$ cat src/rtl/text_link_ctrl_if.sv
// Handshake and status bundle between a text_link_ctrl and its driver.
// The master modport drives requests and init status; slave is the controller side.
interface text_link_ctrl_if;
  logic       start;
  logic       src_valid;
  logic [7:0] src_data;
  logic       src_ready;
  logic       crypt_rst;
  logic [7:0] key;
  logic       enc_init_done;
  logic       dec_init_done;
  logic       tx_valid;
  logic [7:0] tx_data;
  logic       sink_valid;
  logic       busy;
  logic       done;
  logic       error;
  logic [7:0] byte_count;

  modport master (
    output start, src_valid, src_data, enc_init_done, dec_init_done,
    input  src_ready, crypt_rst, key, tx_valid, tx_data, sink_valid, busy, done, error,
           byte_count
  );

  modport slave (
    input  start, src_valid, src_data, enc_init_done, dec_init_done,
    output src_ready, crypt_rst, key, tx_valid, tx_data, sink_valid, busy, done, error,
           byte_count
  );
endinterface

$ cat src/rtl/text_link_ctrl.sv
// Sequences key load, encryptor/decryptor init and byte streaming of one message.
// Define TEXT_LINK_CTRL_INIT_TMO_EN to add a watchdog on the init wait.
module text_link_ctrl #(
  parameter logic [7:0]  KEY      = 8'd123,
  parameter int unsigned PIPE_LAT = 4,
  parameter int unsigned MSG_MAX  = 255,
  parameter int unsigned INIT_TMO = 1023
) (
  input logic             clk,
  input logic             reset,
  text_link_ctrl_if.slave bus
);

  typedef enum logic [2:0] {
    StIdle, StKeyLoad, StWaitInit, StStream, StDrain, StDone, StErr
  } state_e;

  localparam logic [7:0] MsgMax = 8'(MSG_MAX);

  state_e              r_state;
  logic                r_kl_cnt;
  logic [PIPE_LAT-1:0] r_pipe;
  logic                r_tx_valid;
  logic [7:0]          r_tx_data;
  logic                r_crypt_rst;
  logic [7:0]          r_key;
  logic                r_busy;
  logic                r_done;
  logic                r_error;
  logic [7:0]          r_count;

  logic w_init_ok;
  logic w_src_ready;
  logic w_xfer;
  logic w_empty;
  logic w_last;
  logic w_tmo_hit;

  assign w_init_ok   = bus.enc_init_done & bus.dec_init_done;
  // Losing init status blocks the transfer in the same cycle it is seen.
  assign w_src_ready = (r_state == StStream) & w_init_ok & (r_count < MsgMax);
  assign w_xfer      = w_src_ready & bus.src_valid;
  assign w_empty     = ~r_tx_valid & ~(|r_pipe);
  assign w_last      = (bus.src_data == 8'h00) | ((r_count + 8'd1) == MsgMax);

`ifdef TEXT_LINK_CTRL_INIT_TMO_EN
  logic [9:0] r_tmo;
  assign w_tmo_hit = (r_tmo == 10'(INIT_TMO - 1));
`else
  assign w_tmo_hit = 1'b0;
`endif

  // Valid-only model of the cipher pipeline; data is not tracked here.
  always_ff @(posedge clk or posedge reset) begin
    if (reset) begin
      r_pipe <= '0;
    end else begin
      r_pipe[0] <= r_tx_valid;
      for (int i = 1; i < PIPE_LAT; i++) begin
        r_pipe[i] <= r_pipe[i-1];
      end
    end
  end

  always_ff @(posedge clk or posedge reset) begin
    if (reset) begin
      r_state     <= StIdle;
      r_kl_cnt    <= 1'b0;
      r_tx_valid  <= 1'b0;
      r_tx_data   <= 8'h00;
      r_crypt_rst <= 1'b1;
      r_key       <= 8'h00;
      r_busy      <= 1'b0;
      r_done      <= 1'b0;
      r_error     <= 1'b0;
      r_count     <= 8'h00;
`ifdef TEXT_LINK_CTRL_INIT_TMO_EN
      r_tmo       <= '0;
`endif
    end else begin
      r_tx_valid <= 1'b0;
      r_done     <= 1'b0;
      unique case (r_state)
        StIdle, StErr: begin
          if (bus.start) begin
            r_state     <= StKeyLoad;
            r_kl_cnt    <= 1'b0;
            r_crypt_rst <= 1'b1;
            r_key       <= KEY;
            r_busy      <= 1'b1;
            r_count     <= 8'h00;
          end
        end
        StKeyLoad: begin
          r_kl_cnt <= 1'b1;
          if (r_kl_cnt) begin
            r_state     <= StWaitInit;
            r_crypt_rst <= 1'b0;
`ifdef TEXT_LINK_CTRL_INIT_TMO_EN
            r_tmo       <= '0;
`endif
          end
        end
        StWaitInit: begin
          if (w_init_ok) begin
            r_state <= StStream;
          end else if (w_tmo_hit) begin
            r_state     <= StErr;
            r_error     <= 1'b1;
            r_busy      <= 1'b0;
            r_crypt_rst <= 1'b1;
          end
`ifdef TEXT_LINK_CTRL_INIT_TMO_EN
          if (!w_init_ok) begin
            r_tmo <= r_tmo + 10'd1;
          end
`endif
        end
        StStream: begin
          if (!w_init_ok) begin
            r_state     <= StErr;
            r_error     <= 1'b1;
            r_busy      <= 1'b0;
            r_crypt_rst <= 1'b1;
          end else if (w_xfer) begin
            r_tx_valid <= 1'b1;
            r_tx_data  <= bus.src_data;
            r_count    <= r_count + 8'd1;
            if (w_last) begin
              r_state <= StDrain;
            end
          end
        end
        StDrain: begin
          if (!w_init_ok) begin
            r_state     <= StErr;
            r_error     <= 1'b1;
            r_busy      <= 1'b0;
            r_crypt_rst <= 1'b1;
          end else if (w_empty) begin
            r_state <= StDone;
            r_done  <= 1'b1;
          end
        end
        StDone: begin
          r_state <= StIdle;
          r_busy  <= 1'b0;
        end
        default: begin
          r_state <= StIdle;
          r_busy  <= 1'b0;
        end
      endcase
    end
  end

  assign bus.src_ready  = w_src_ready;
  assign bus.crypt_rst  = r_crypt_rst;
  assign bus.key        = r_key;
  assign bus.tx_valid   = r_tx_valid;
  assign bus.tx_data    = r_tx_data;
  assign bus.sink_valid = r_pipe[PIPE_LAT-1];
  assign bus.busy       = r_busy;
  assign bus.done       = r_done;
  assign bus.error      = r_error;
  assign bus.byte_count = r_count;

endmodule

$ cat src/flat_wrapper.sv
// flat-port wrapper written by rule: the top's interface ports become plain ports
module text_link_ctrl_flat 
#(
  parameter logic [7:0]  KEY      = 8'd123,
  parameter int unsigned PIPE_LAT = 4,
  parameter int unsigned MSG_MAX  = 255,
  parameter int unsigned INIT_TMO = 1023
)
  (clk, reset, bus_start, bus_src_valid, bus_src_data, bus_enc_init_done, bus_dec_init_done, bus_src_ready, bus_crypt_rst, bus_key, bus_tx_valid, bus_tx_data, bus_sink_valid, bus_busy, bus_done, bus_error, bus_byte_count);
  text_link_ctrl_if bus_i ();
  input logic clk;
  input logic reset;
  input wire logic [$bits(bus_i.start)-1:0] bus_start;
  input wire logic [$bits(bus_i.src_valid)-1:0] bus_src_valid;
  input wire logic [$bits(bus_i.src_data)-1:0] bus_src_data;
  input wire logic [$bits(bus_i.enc_init_done)-1:0] bus_enc_init_done;
  input wire logic [$bits(bus_i.dec_init_done)-1:0] bus_dec_init_done;
  output wire logic [$bits(bus_i.src_ready)-1:0] bus_src_ready;
  output wire logic [$bits(bus_i.crypt_rst)-1:0] bus_crypt_rst;
  output wire logic [$bits(bus_i.key)-1:0] bus_key;
  output wire logic [$bits(bus_i.tx_valid)-1:0] bus_tx_valid;
  output wire logic [$bits(bus_i.tx_data)-1:0] bus_tx_data;
  output wire logic [$bits(bus_i.sink_valid)-1:0] bus_sink_valid;
  output wire logic [$bits(bus_i.busy)-1:0] bus_busy;
  output wire logic [$bits(bus_i.done)-1:0] bus_done;
  output wire logic [$bits(bus_i.error)-1:0] bus_error;
  output wire logic [$bits(bus_i.byte_count)-1:0] bus_byte_count;
  assign bus_i.start = bus_start;
  assign bus_i.src_valid = bus_src_valid;
  assign bus_i.src_data = bus_src_data;
  assign bus_i.enc_init_done = bus_enc_init_done;
  assign bus_i.dec_init_done = bus_dec_init_done;
  assign bus_src_ready = bus_i.src_ready;
  assign bus_crypt_rst = bus_i.crypt_rst;
  assign bus_key = bus_i.key;
  assign bus_tx_valid = bus_i.tx_valid;
  assign bus_tx_data = bus_i.tx_data;
  assign bus_sink_valid = bus_i.sink_valid;
  assign bus_busy = bus_i.busy;
  assign bus_done = bus_i.done;
  assign bus_error = bus_i.error;
  assign bus_byte_count = bus_i.byte_count;
  text_link_ctrl #(.KEY(KEY), .PIPE_LAT(PIPE_LAT), .MSG_MAX(MSG_MAX), .INIT_TMO(INIT_TMO)) u_core (.clk(clk), .reset(reset), .bus(bus_i));
endmodule
$ cat config.mk
export PLATFORM = sky130hd
export DESIGN_NAME = text_link_ctrl_flat
export DESIGN_NICKNAME = d
export VERILOG_FILES = /design/src/rtl/text_link_ctrl_if.sv /design/src/rtl/text_link_ctrl.sv /design/src/flat_wrapper.sv
export SDC_FILE = /design/constraint.sdc
export NUM_CORES = 1
export LEC_CHECK = 0
export CAP_MARGIN = 25
export CORE_MARGIN = 2
export CORE_UTILIZATION = 35
export CTS_CLUSTER_DIAMETER = 80
export DETAILED_ROUTE_END_ITERATION = 6
export SYNTH_ARGS = -nofsm -noshare
export SYNTH_HDL_FRONTEND = slang
export SYNTH_SLANG_ARGS = --single-unit
export TNS_END_PERCENT = 5
$ cat constraint.sdc
create_clock -name clk -period 2.7 [get_ports clk]
set_input_delay 0.54 -clock clk [delete_from_list [all_inputs] [get_ports clk]]
set_output_delay 0.54 -clock clk [all_outputs]
set_load 0.05 [all_outputs]
Word-level counts from Yosys, hierarchy flattened
Index checks and enable logic that the tools add are counted.
- bits of input ports: 14
- flip-flop bits (word level): 30
- output and inout bits: 31
- mux-type cells: 27
- equal/unequal tests: 15
- bitwise operators: 10
- reductions and logical operators: 17
- magnitude comparators: 1
- $add $sub $neg: 1
- operators by type and width (cell ; number):
    $mux W3 ; 8
    $mux W8 ; 3
    $pmux W8 S2 ; 1
    $pmux W3 S5 ; 1
    $mux W1 ; 11
    $ne A3 B3 Y1 const B ; 3
    $add A8 B1 Y8 const B ; 1
    $eq A8 B8 Y1 const B ; 1
    $logic_not A8 Y1 ; 1
    $lt A8 B8 Y1 const B ; 1
    $ne A2 B1 Y1 const B ; 4
    $reduce_and A4 Y1 ; 2
    $eq A3 B2 Y1 const B ; 2
    $eq A3 B3 Y1 const B ; 2
    $pmux W1 S3 ; 2
    $reduce_and A2 Y1 ; 3
    $reduce_and A3 Y1 ; 2
    $reduce_and A6 Y1 ; 1
    $reduce_or A2 Y1 ; 3
    $and A1 B1 Y1 ; 5
    $ne A2 B2 Y1 const B ; 2
    $not A1 Y1 ; 4
    $reduce_bool A2 Y1 ; 2
    $reduce_or A4 Y1 ; 1
    5 further kinds ; 5

Longest topological paths before layout
Gate-level depths: netlist of the first run.
- depth after elaboration: 7
- mapped depth: 7
- depth with buffers taken out: 7

Worst setup path after synthesis of the first run
OpenSTA, ideal clock, no wires.
- kind: reg-to-output
- start: reg u_core.r_count[0], in the netlist u_core.bus.byte_count[0]
- end: out bus_src_ready
- data required time: 2.160 ns
- cell stages (with the launch flop): 5
- path slack: -0.256 ns
- path buffers: 0
- arrival: 2.416 ns
- cell sequence: dfrtp_1 ha_1 nand3_4 nor2_1 a311oi_1
- longest elaborated chain between the ends: 2
- RTL lines (what ; RTL line ; RTL):
    from (decl) ; text_link_ctrl.sv:30 ; logic [7:0] r_count;
    from (signal assigned) ; text_link_ctrl.sv:128 ; r_count <= r_count + 8'd1;
    $lt A8 B8 Y1 ; text_link_ctrl.sv:41 ; assign w_src_ready = (r_state == StStream) & w_init_ok & (r_count < MsgMax);
    $and A1 B1 Y1 ; text_link_ctrl.sv:41 ;
    to (decl) ; flat_wrapper.sv:18 ; output wire logic [$bits(bus_i.src_ready)-1:0] bus_src_ready;
Every way passes these cells.

Final worst setup path of the first run
- start: in bus_enc_init_done
- end: out bus_src_ready
- longest elaborated chain between the ends: 3
- RTL lines (what ; RTL line ; RTL):
    from (decl) ; flat_wrapper.sv:16 ; input wire logic [$bits(bus_i.enc_init_done)-1:0] bus_enc_init_done;
    $and A1 B1 Y1 ; text_link_ctrl.sv:39 ; assign w_init_ok = bus.enc_init_done & bus.dec_init_done;
    $and A1 B1 Y1 (2 in a row) ; text_link_ctrl.sv:41 ;
Every way passes these cells.

==> flow_metrics.py, run 1 <==
metrics = {
    "outcome": {
        "status": "complete, no violations",
    },
    "pwr": {
        "p_leak_nw": 0.860,
        "power.density_nw_per_um2": 1000,
        "peakVddDrop_v": 0.000555,
        "power_mw": 2.14,
    },
    "route": {
        "drt_iter0_markers": 91,
        "avgRoutedWirePerCell_um": 14.1,
        "antenna_left": 0,
        "vias": 1284,
        "finalWirelength_mm": 3.49,
        "viasPerCell": 5.20,
        "drc_errors": 0,
        "firstDrtPassIters": 4,
    },
    "floorplan": {
        "die_height_um": 70.8,
        "core-area_um2": 4320,
        "rows": 24,
        "die_w_um": 70.8,
        "io-pin-count": 45,
        "die_area_um2": 5020,
        "initial_core_util_pct": 36.1,
    },
    "sta": {
        "fin_crit_sh_pct": 86.1,
        "final-setup-viol-count": 0,
        "skew_ps": 7.19,
        "fin_crit_ps": 2330,
        "fmaxAchievable_ghz": 0.430,
        "slew_viol_final": 0,
        "rsz0062_at_grt": "no",
        "fin_tns_setup_ps": 0,
        "tightest_slew_ps": 565,
        "maxSlewHeadroom_pct": 61.8,
        "finalHoldViolCount": 0,
    },
    "synthesis": {
        "async_reset_ff_share_pct": 100,
        "synth_enable_flop_cells": 0,
        "synth_area_um2": 1560,
        "yosys_most_used_dff": "dfrtp_1",
        "synthCells": 151,
        "synth_area_per_cell_um2": 10.3,
        "synth-seq-cells": 30,
        "synthDistinctLibCells": 45,
        "ys_seq_area_share_pct": 48.1,
        "yosysWarningCount": 0,
    },
    "clock_network": {
        "post_cts_buffers": 0,
        "cts_resized": 0,
        "cts_tree": "yes",
        "cts_root_buffer": "clkbuf_8",
        "clockBufferDepth": 2,
        "clock_latency_ps": 280,
        "cts_inserted_buffers": 5,
        "cts_hold_buf": 0,
        "htreeDepth": 2,
        "clkTransAtPathRegs_ps": 60,
        "cts_sinks": 30,
    },
    "global_routing": {
        "grt_max_degree": 31,
        "grt-ovfl-total": 0,
        "grt_pass1_wl_mm": 5.93,
        "antenna_found_initial": 0,
        "grt_pass1_vias": 1312,
        "grt_use_total_pct": 15.1,
    },
    "finish": {
        "post-route-util_pct": 49.2,
        "area_delta_synth_final_pct": 36.2,
        "num-nets-final": 210,
        "diodes": 0,
        "final_layout_size_suffix_gt1_share_pct": 16.4,
    },
    "worst_setup_path": {
        "critPathLaunchType": "input pin",
        "crit_type": "input pin to output port",
        "endpoint_kind": "output port",
        "required_ps": 2160,
        "cp_max_fo": 7,
        "cp.arrival_ps": 1790,
    },
    "placed_design": {
        "hpwl_mm": 2.49,
        "place.gp.congestion": 0.875,
        "io_buffers": 42,
    },
    "hold_path": {
        "hold_class": "flip-flop to flip-flop",
    },
    "flow_run": {
        "cap_violations": 0,
    },
}
worst max-delay path: stages:
cell             delay (ps)
clkdlybuf4s50_1         490
nand2_1                 190
a311oi_2                380
buf_12                  180
layout make-up:
class / count / area, um^2
fillers: 387 / 2200
inverters: 5 / 18.8
clock buffers: 6 / 82.6
flip-flops and latches: 30 / 752
repair buffers: 47 / 468
multi-input cells: 105 / 729
clock inverters: 2 / 12.5
well taps: 52 / 65.1
power breakdown:
part	switching, mW	internal, mW	total [mW]
logic	0.661	0.432	1.09
clock network	0.165	0.204	0.370
registers	0.103	0.573	0.677
total	0.929	1.21	2.14
kinds of logic after synthesis:
group,after synthesis,synth area share (%)
other,1,0.240
and+or+nand+nor,48,15.7
buffers and inverters,17,5.84
AOI/OAI and AO/OA,42,20.9
muxes,9,6.49
xor gates and xnor gates,2,1.12
adders and majority gates,2,1.60
DFF,30,48.1
through the flow:
stage	hold slack, ps	worst slack, ps	instances	instance area, um^2
after detailed placement	365	303	239	2030
after CTS	380	364	247	2130
after floorplan	354	204	152	1570
after global placement	361	366	239	2030
final	376	375	247	2130
after global routing	381	293	247	2130
flip-flops by register name, summed over array words and instances, names as in the netlist, 3 cells and up:
signal and flops:
u_core.r_state 3, u_core.bus.tx_data 8, u_core.bus.byte_count 8, u_core.r_pipe 4
path summary, 6_finish.rpt:
path / startpoint / endpoint / slack, ps / cells past startpoint
worst min register to register: u_core.r_pipe[2] / u_core.r_pipe[3] / 380 / 0
min in group asynchronous: reset / u_core.bus.tx_data[4] / 630 / 3
worst max-delay path: bus_enc_init_done / bus_src_ready / 370 / 4
worst max register to register: u_core.bus.byte_count[0] / u_core.r_state[1] / 430 / 6
max in group asynchronous: reset / u_core.bus.crypt_rst / 1750 / 3
worst min-delay path: u_core.r_pipe[2] / u_core.r_pipe[3] / 380 / 0
synth_stat cells (4+ instances only):
cell type  number  area share, %
mux2_2          8            5.8
nand3_1         4            1.3
nor2_1         11            2.6
nand2_1        16            3.8
buf_4           7            3.4
o22ai_1         4            1.6
o31ai_1         5            2.4
dfrtp_1        29             46
o21ai_0        13            4.2
inv_1           4           0.96
clkbuf_1        4           0.96
layout by cell type, fill, tap and decap left out, drive strengths merged, types with 4 or more instances in the layout:
| master | n |
|---|---|
| clkdlybuf4s50 | 41 |
| dfrtp | 29 |
| nand2 | 16 |
| o21ai | 13 |
| nor2 | 11 |
| mux2 | 9 |
| clkbuf | 6 |
| buf | 6 |
| o31ai | 5 |
| inv | 5 |
| nand3 | 5 |
| o22ai | 4 |
per-layer routing:
layer | track usage (%) | part of all wire (%) | vias to the layer above
met3 | 5.56 | 5.7 | 2
met4 | 6.08 | 0.46 | 0
li1 | - | - | 625
met1 | 18.7 | 46 | 620
met2 | 24.1 | 48 | 37
met5 | 0 | 0 | -
(Power assumes the default switching activity.)
==> inputs of run 2 (changes only) <==
- CORE_ASPECT_RATIO: default -> 2
==> run 2 against run 1 <==
Non-clock buffer count unchanged. Global-route usage rose by 1.6 points. Routed wire length rose by 11%. Via count up 2.3%. Clock power increased by 52%. Cell count rose by 0.81%. Utilization is 0.98 points higher. Clock skew is 3.7 ps lower. Power increased by 9.5%. Worst setup slack got worse by 40 ps. Largest cell class unchanged. Critical path depth decreased by 1.
==> flow_metrics.py, run 2 (synthesis gave the netlist of run 1 again) <==
metrics = {
    "pwr": {
        "power_mw": 2.34,
        "power_switching_mw": 0.943,
        "internal_power_mw": 1.40,
        "power.density_nw_per_um2": 1070,
        "p_clk_share_pct": 24.1,
        "p_leak_nw": 0.885,
        "switching_share_pct": 40.3,
        "power_frac_seq_pct": 29.1,
        "peakVddDrop_v": 0.000674,
        "combPwrFrac_pct": 46.8,
    },
    "hold_path": {
        "hold_class": "flip-flop to flip-flop",
        "whs_path_depth": 0,
    },
    "worst_setup_path": {
        "crit_type": "flip-flop to output port",
        "cp_max_fo": 14,
        "r2r_cells": 6,
        "slowest_delay_ps": 590,
        "cp.arrival_ps": 1830,
        "critPathLaunchType": "flip-flop",
        "path_buf_inv": 1,
        "slowest_stage": "dfrtp_1",
        "cp_top_family": "flip-flops",
        "required_ps": 2160,
        "crit_path_cell_trace": "nand3b_1, a311oi_2, buf_12",
        "cp.depth": 3,
        "endpoint_kind": "output port",
    },
    "clock_network": {
        "post_cts_buffers": 0,
        "cts_resized": 0,
        "cts_sinks": 30,
        "clkTransAtPathRegs_ps": 70,
        "htreeDepth": 2,
        "cts_inserted_buffers": 5,
        "clock_latency_ps": 280,
        "clockBufferDepth": 2,
        "cts_root_buffer": "clkbuf_8",
        "cts_hold_buf": 0,
        "cts_tree": "yes",
    },
    "finish": {
        "final_cell_mix": "41 x clkdlybuf4s50_1, 29 x dfrtp_1, 16 x nand2_1, 13 x o21ai_0, 11 x nor2_1",
        "multi_input_comb_area_um2": 729,
        "num-nets-final": 210,
        "final_cell_count_no_fill": 249,
        "regArea_um2": 752,
        "diodes": 0,
        "final_common_cell": "clkdlybuf4s50_1",
        "area_delta_synth_final_pct": 39.4,
        "fill_cells": 409,
        "final_layout_size_suffix_gt1_share_pct": 16.4,
    },
    "flow_run": {
        "cap_violations": 0,
    },
    "outcome": {
        "status": "complete, no violations",
    },
    "route": {
        "avgRoutedWirePerCell_um": 15.6,
        "viasPerCell": 5.27,
        "drt_iter0_markers": 48,
        "vias": 1313,
        "drc_errors": 0,
        "antenna_left": 0,
        "firstDrtPassIters": 4,
        "finalWirelength_mm": 3.87,
    },
    "global_routing": {
        "grt_pass1_vias": 1386,
        "grt_use_total_pct": 16.7,
        "antenna_found_initial": 0,
        "grt-ovfl-total": 0,
        "grt_pass1_wl_mm": 6.38,
        "grt_max_degree": 31,
    },
    "floorplan": {
        "die_height_um": 98.5,
        "core-area_um2": 4340,
        "io-pin-count": 45,
        "initial_core_util_pct": 36.0,
        "rows": 34,
        "die_area_um2": 5050,
        "die_w_um": 51.3,
    },
    "sta": {
        "fin_crit_sh_pct": 87.6,
        "fmaxAchievable_ghz": 0.423,
        "slew_viol_final": 0,
        "tightest_slew_ps": 525,
        "final-setup-viol-count": 0,
        "maxSlewHeadroom_pct": 64.5,
        "fin_tns_setup_ps": 0,
        "fin_crit_ps": 2370,
        "finalHoldViolCount": 0,
        "rsz0062_at_grt": "no",
        "skew_ps": 3.50,
    },
    "placed_design": {
        "place.gp.congestion": 0.813,
        "io_buffers": 42,
        "hpwl_mm": 2.94,
        "placedCellCount": 241,
    },
}
[run 2: metal layers]
metal	part of all wire, %	routed length (um)	global-route usage, %	up-vias
met3	5.3	205	4.09	8
met2	59	2270	31.4	50
met5	0	0	0	-
met1	34	1320	16.8	629
met4	2.0	76	6.48	0
li1	-	-	-	626
[run 2: power by group through the flow]
stage | registers (mW) | logic, mW | clock network, mW
final | 0.681 | 1.10 | 0.564
after global routing | 0.695 | 1.17 | 0.592
after CTS | 0.682 | 1.10 | 0.581
after detailed placement | 0.689 | 1.10 | 0
after global placement | 0.683 | 1.08 | 0
after floorplan | 0.963 | 0.475 | 0
[run 2: path summary, 6_finish.rpt]
check / from / end / slack, ps
worst max-delay path: u_core.r_state[1] / bus_src_ready / 330
worst min-delay path: u_core.r_pipe[2] / u_core.r_pipe[3] / 390
worst max register to register: u_core.bus.byte_count[0] / u_core.r_state[1] / 440
worst min register to register: u_core.r_pipe[2] / u_core.r_pipe[3] / 390
max in group asynchronous: reset / u_core.bus.crypt_rst / 1740
min in group asynchronous: reset / u_core.r_pipe[2] / 640
[run 2: area by class of cell]
type	count	area share, %
inverters	5	0.862
clock inverters	2	2.76
well taps	54	3.10
flip-flops and latches	30	34.5
multi-input cells	105	33.5
clock buffers	6	3.79
repair buffers	47	21.5
[run 2: through the flow]
step	worst slack (ps)	hold slack (ps)	util, %	cell area, um^2
after floorplan	204	354	-	1570
after CTS	315	396	50.2	2180
after global placement	357	363	46.9	2040
after detailed placement	289	372	46.9	2040
after global routing	222	396	50.2	2180
final	335	391	50.2	2180
==> inputs of run 3 (changes only) <==
- CORE_ASPECT_RATIO: 2 -> 0.75
- SKIP_LAST_GASP: default -> 1
==> run 3 against run 2 <==
Global-route usage is 1.5 points lower. Clock skew is 1.1 ps lower. Die area decreased by 0.54%. Critical path depth increased by 2. Non-clock buffer count stayed put. Register-to-register slack about the same. Critical path type unchanged. Critical endpoint unchanged. Highest routed layer is now met3.
==> flow_metrics.py, run 3 (synthesis gave the netlist of run 1 again) <==
metrics = {
    "outcome": {
        "status": "complete, no violations",
    },
    "route": {
        "finalWirelength_mm": 3.55,
        "drt_iter0_markers": 72,
        "firstDrtPassIters": 4,
        "avgRoutedWirePerCell_um": 14.1,
        "drc_errors": 0,
        "antenna_left": 0,
        "vias": 1299,
        "viasPerCell": 5.15,
    },
    "finish": {
        "post-route-util_pct": 49.7,
        "final_layout_size_suffix_gt1_share_pct": 16.4,
        "diodes": 0,
        "design_area_um2": 2180,
        "num-nets-final": 210,
        "final_cell_mix": "41 x clkdlybuf4s50_1, 29 x dfrtp_1, 16 x nand2_1, 13 x o21ai_0, 11 x nor2_1",
        "final_common_cell": "clkdlybuf4s50_1",
        "area_delta_synth_final_pct": 39.6,
        "fill_cells": 412,
    },
    "pwr": {
        "peakVddDrop_v": 0.000592,
        "p_leak_nw": 0.885,
        "power.density_nw_per_um2": 1070,
    },
    "clock_network": {
        "cts_hold_buf": 0,
        "cts_root_buffer": "clkbuf_8",
        "cts_sinks": 30,
        "post_cts_buffers": 0,
        "clock_latency_ps": 290,
        "htreeDepth": 2,
        "clkTransAtPathRegs_ps": 70,
        "clockBufferDepth": 2,
        "cts_tree": "yes",
        "cts_resized": 0,
        "cts_inserted_buffers": 5,
    },
    "sta": {
        "tightest_slew_ps": 496,
        "rsz0062_at_grt": "no",
        "maxSlewHeadroom_pct": 66.5,
        "final-setup-viol-count": 0,
        "fin_crit_ps": 2370,
        "setup_ws_ps": 328,
        "fmaxAchievable_ghz": 0.422,
        "slew_viol_final": 0,
        "skew_ps": 2.41,
        "whs_ps": 383,
        "fin_tns_setup_ps": 0,
        "fin_crit_sh_pct": 87.9,
        "finalHoldViolCount": 0,
    },
    "worst_setup_path": {
        "rrSetupSlack_ps": 430,
        "endpoint_kind": "output port",
        "crit_path_end": "bus_src_ready",
        "reg2reg_from": "u_core.bus.byte_count[0]",
        "crit_start": "u_core.bus.byte_count[0]",
        "cp_max_fo": 7,
        "rr_endpoint": "u_core.r_state[1]",
        "crit_type": "flip-flop to output port",
        "r2r_cells": 6,
        "cp.arrival_ps": 1830,
        "required_ps": 2160,
        "critPathLaunchType": "flip-flop",
    },
    "floorplan": {
        "io-pin-count": 45,
        "rows": 21,
        "core-area_um2": 4390,
        "initial_core_util_pct": 35.6,
        "die_height_um": 61.9,
        "die_w_um": 81.2,
        "die_area_um2": 5020,
    },
    "global_routing": {
        "grt_pass1_wl_mm": 5.66,
        "grt-ovfl-total": 0,
        "grt_pass1_vias": 1151,
        "grt_use_total_pct": 15.2,
        "antenna_found_initial": 0,
        "grt_max_degree": 31,
    },
    "placed_design": {
        "place.gp.congestion": 0.845,
        "place_area_um2": 2040,
        "dp_slack_ps": 267,
        "io_buffers": 42,
        "hpwl_mm": 2.55,
    },
    "flow_run": {
        "cap_violations": 0,
    },
    "hold_path": {
        "hold_class": "flip-flop to flip-flop",
    },
}
## run 3: how the worst min path moves through the flow
stage                           from               end  slack [ps]  cells after the start
CTS                 u_core.r_pipe[0]  u_core.r_pipe[1]         390                      0
detailed placement  u_core.r_pipe[0]  u_core.r_pipe[1]         360                      0
floorplan           u_core.r_pipe[2]  u_core.r_pipe[3]         350                      0
global route        u_core.r_pipe[1]  u_core.r_pipe[2]         410                      0
finish              u_core.r_pipe[0]  u_core.r_pipe[1]         380                      0
global placement    u_core.r_pipe[2]  u_core.r_pipe[3]         360                      0
## run 3: stage by stage
step,instances,total power [mW]
floorplan,152,1.44
global placement,244,1.75
detailed placement,244,1.77
CTS,252,2.35
global route,252,2.48
finish,252,2.33
## run 3: routing by layer
layer,up-vias,track usage (%),share of wire [%]
li1,622,-,-
met2,50,22.4,44
met1,627,21.2,49
met4,0,4.36,0
met3,0,5.49,7.6
met5,-,0,0
## run 3: final cells by class
cell class | count | area [um^2] | area share (%)
clock buffer | 6 | 82.6 | 3.78
clock inverter | 2 | 60.1 | 2.75
inverter | 5 | 18.8 | 0.860
multi-input combinational | 105 | 729 | 33.4
sequential | 30 | 752 | 34.5
tap | 57 | 71.3 | 3.27
timing repair buffer | 47 | 468 | 21.4
## run 3: power breakdown
group | internal [mW] | switching (mW)
logic | 0.432 | 0.656
clock network | 0.394 | 0.177
registers | 0.573 | 0.103
## run 3: critical path, stage by stage, from the launching register on
cell and delay, ps:
dfrtp_1 440, ha_1 310, nand3_4 150, nor2_1 80, a311oi_2 390, buf_12 190
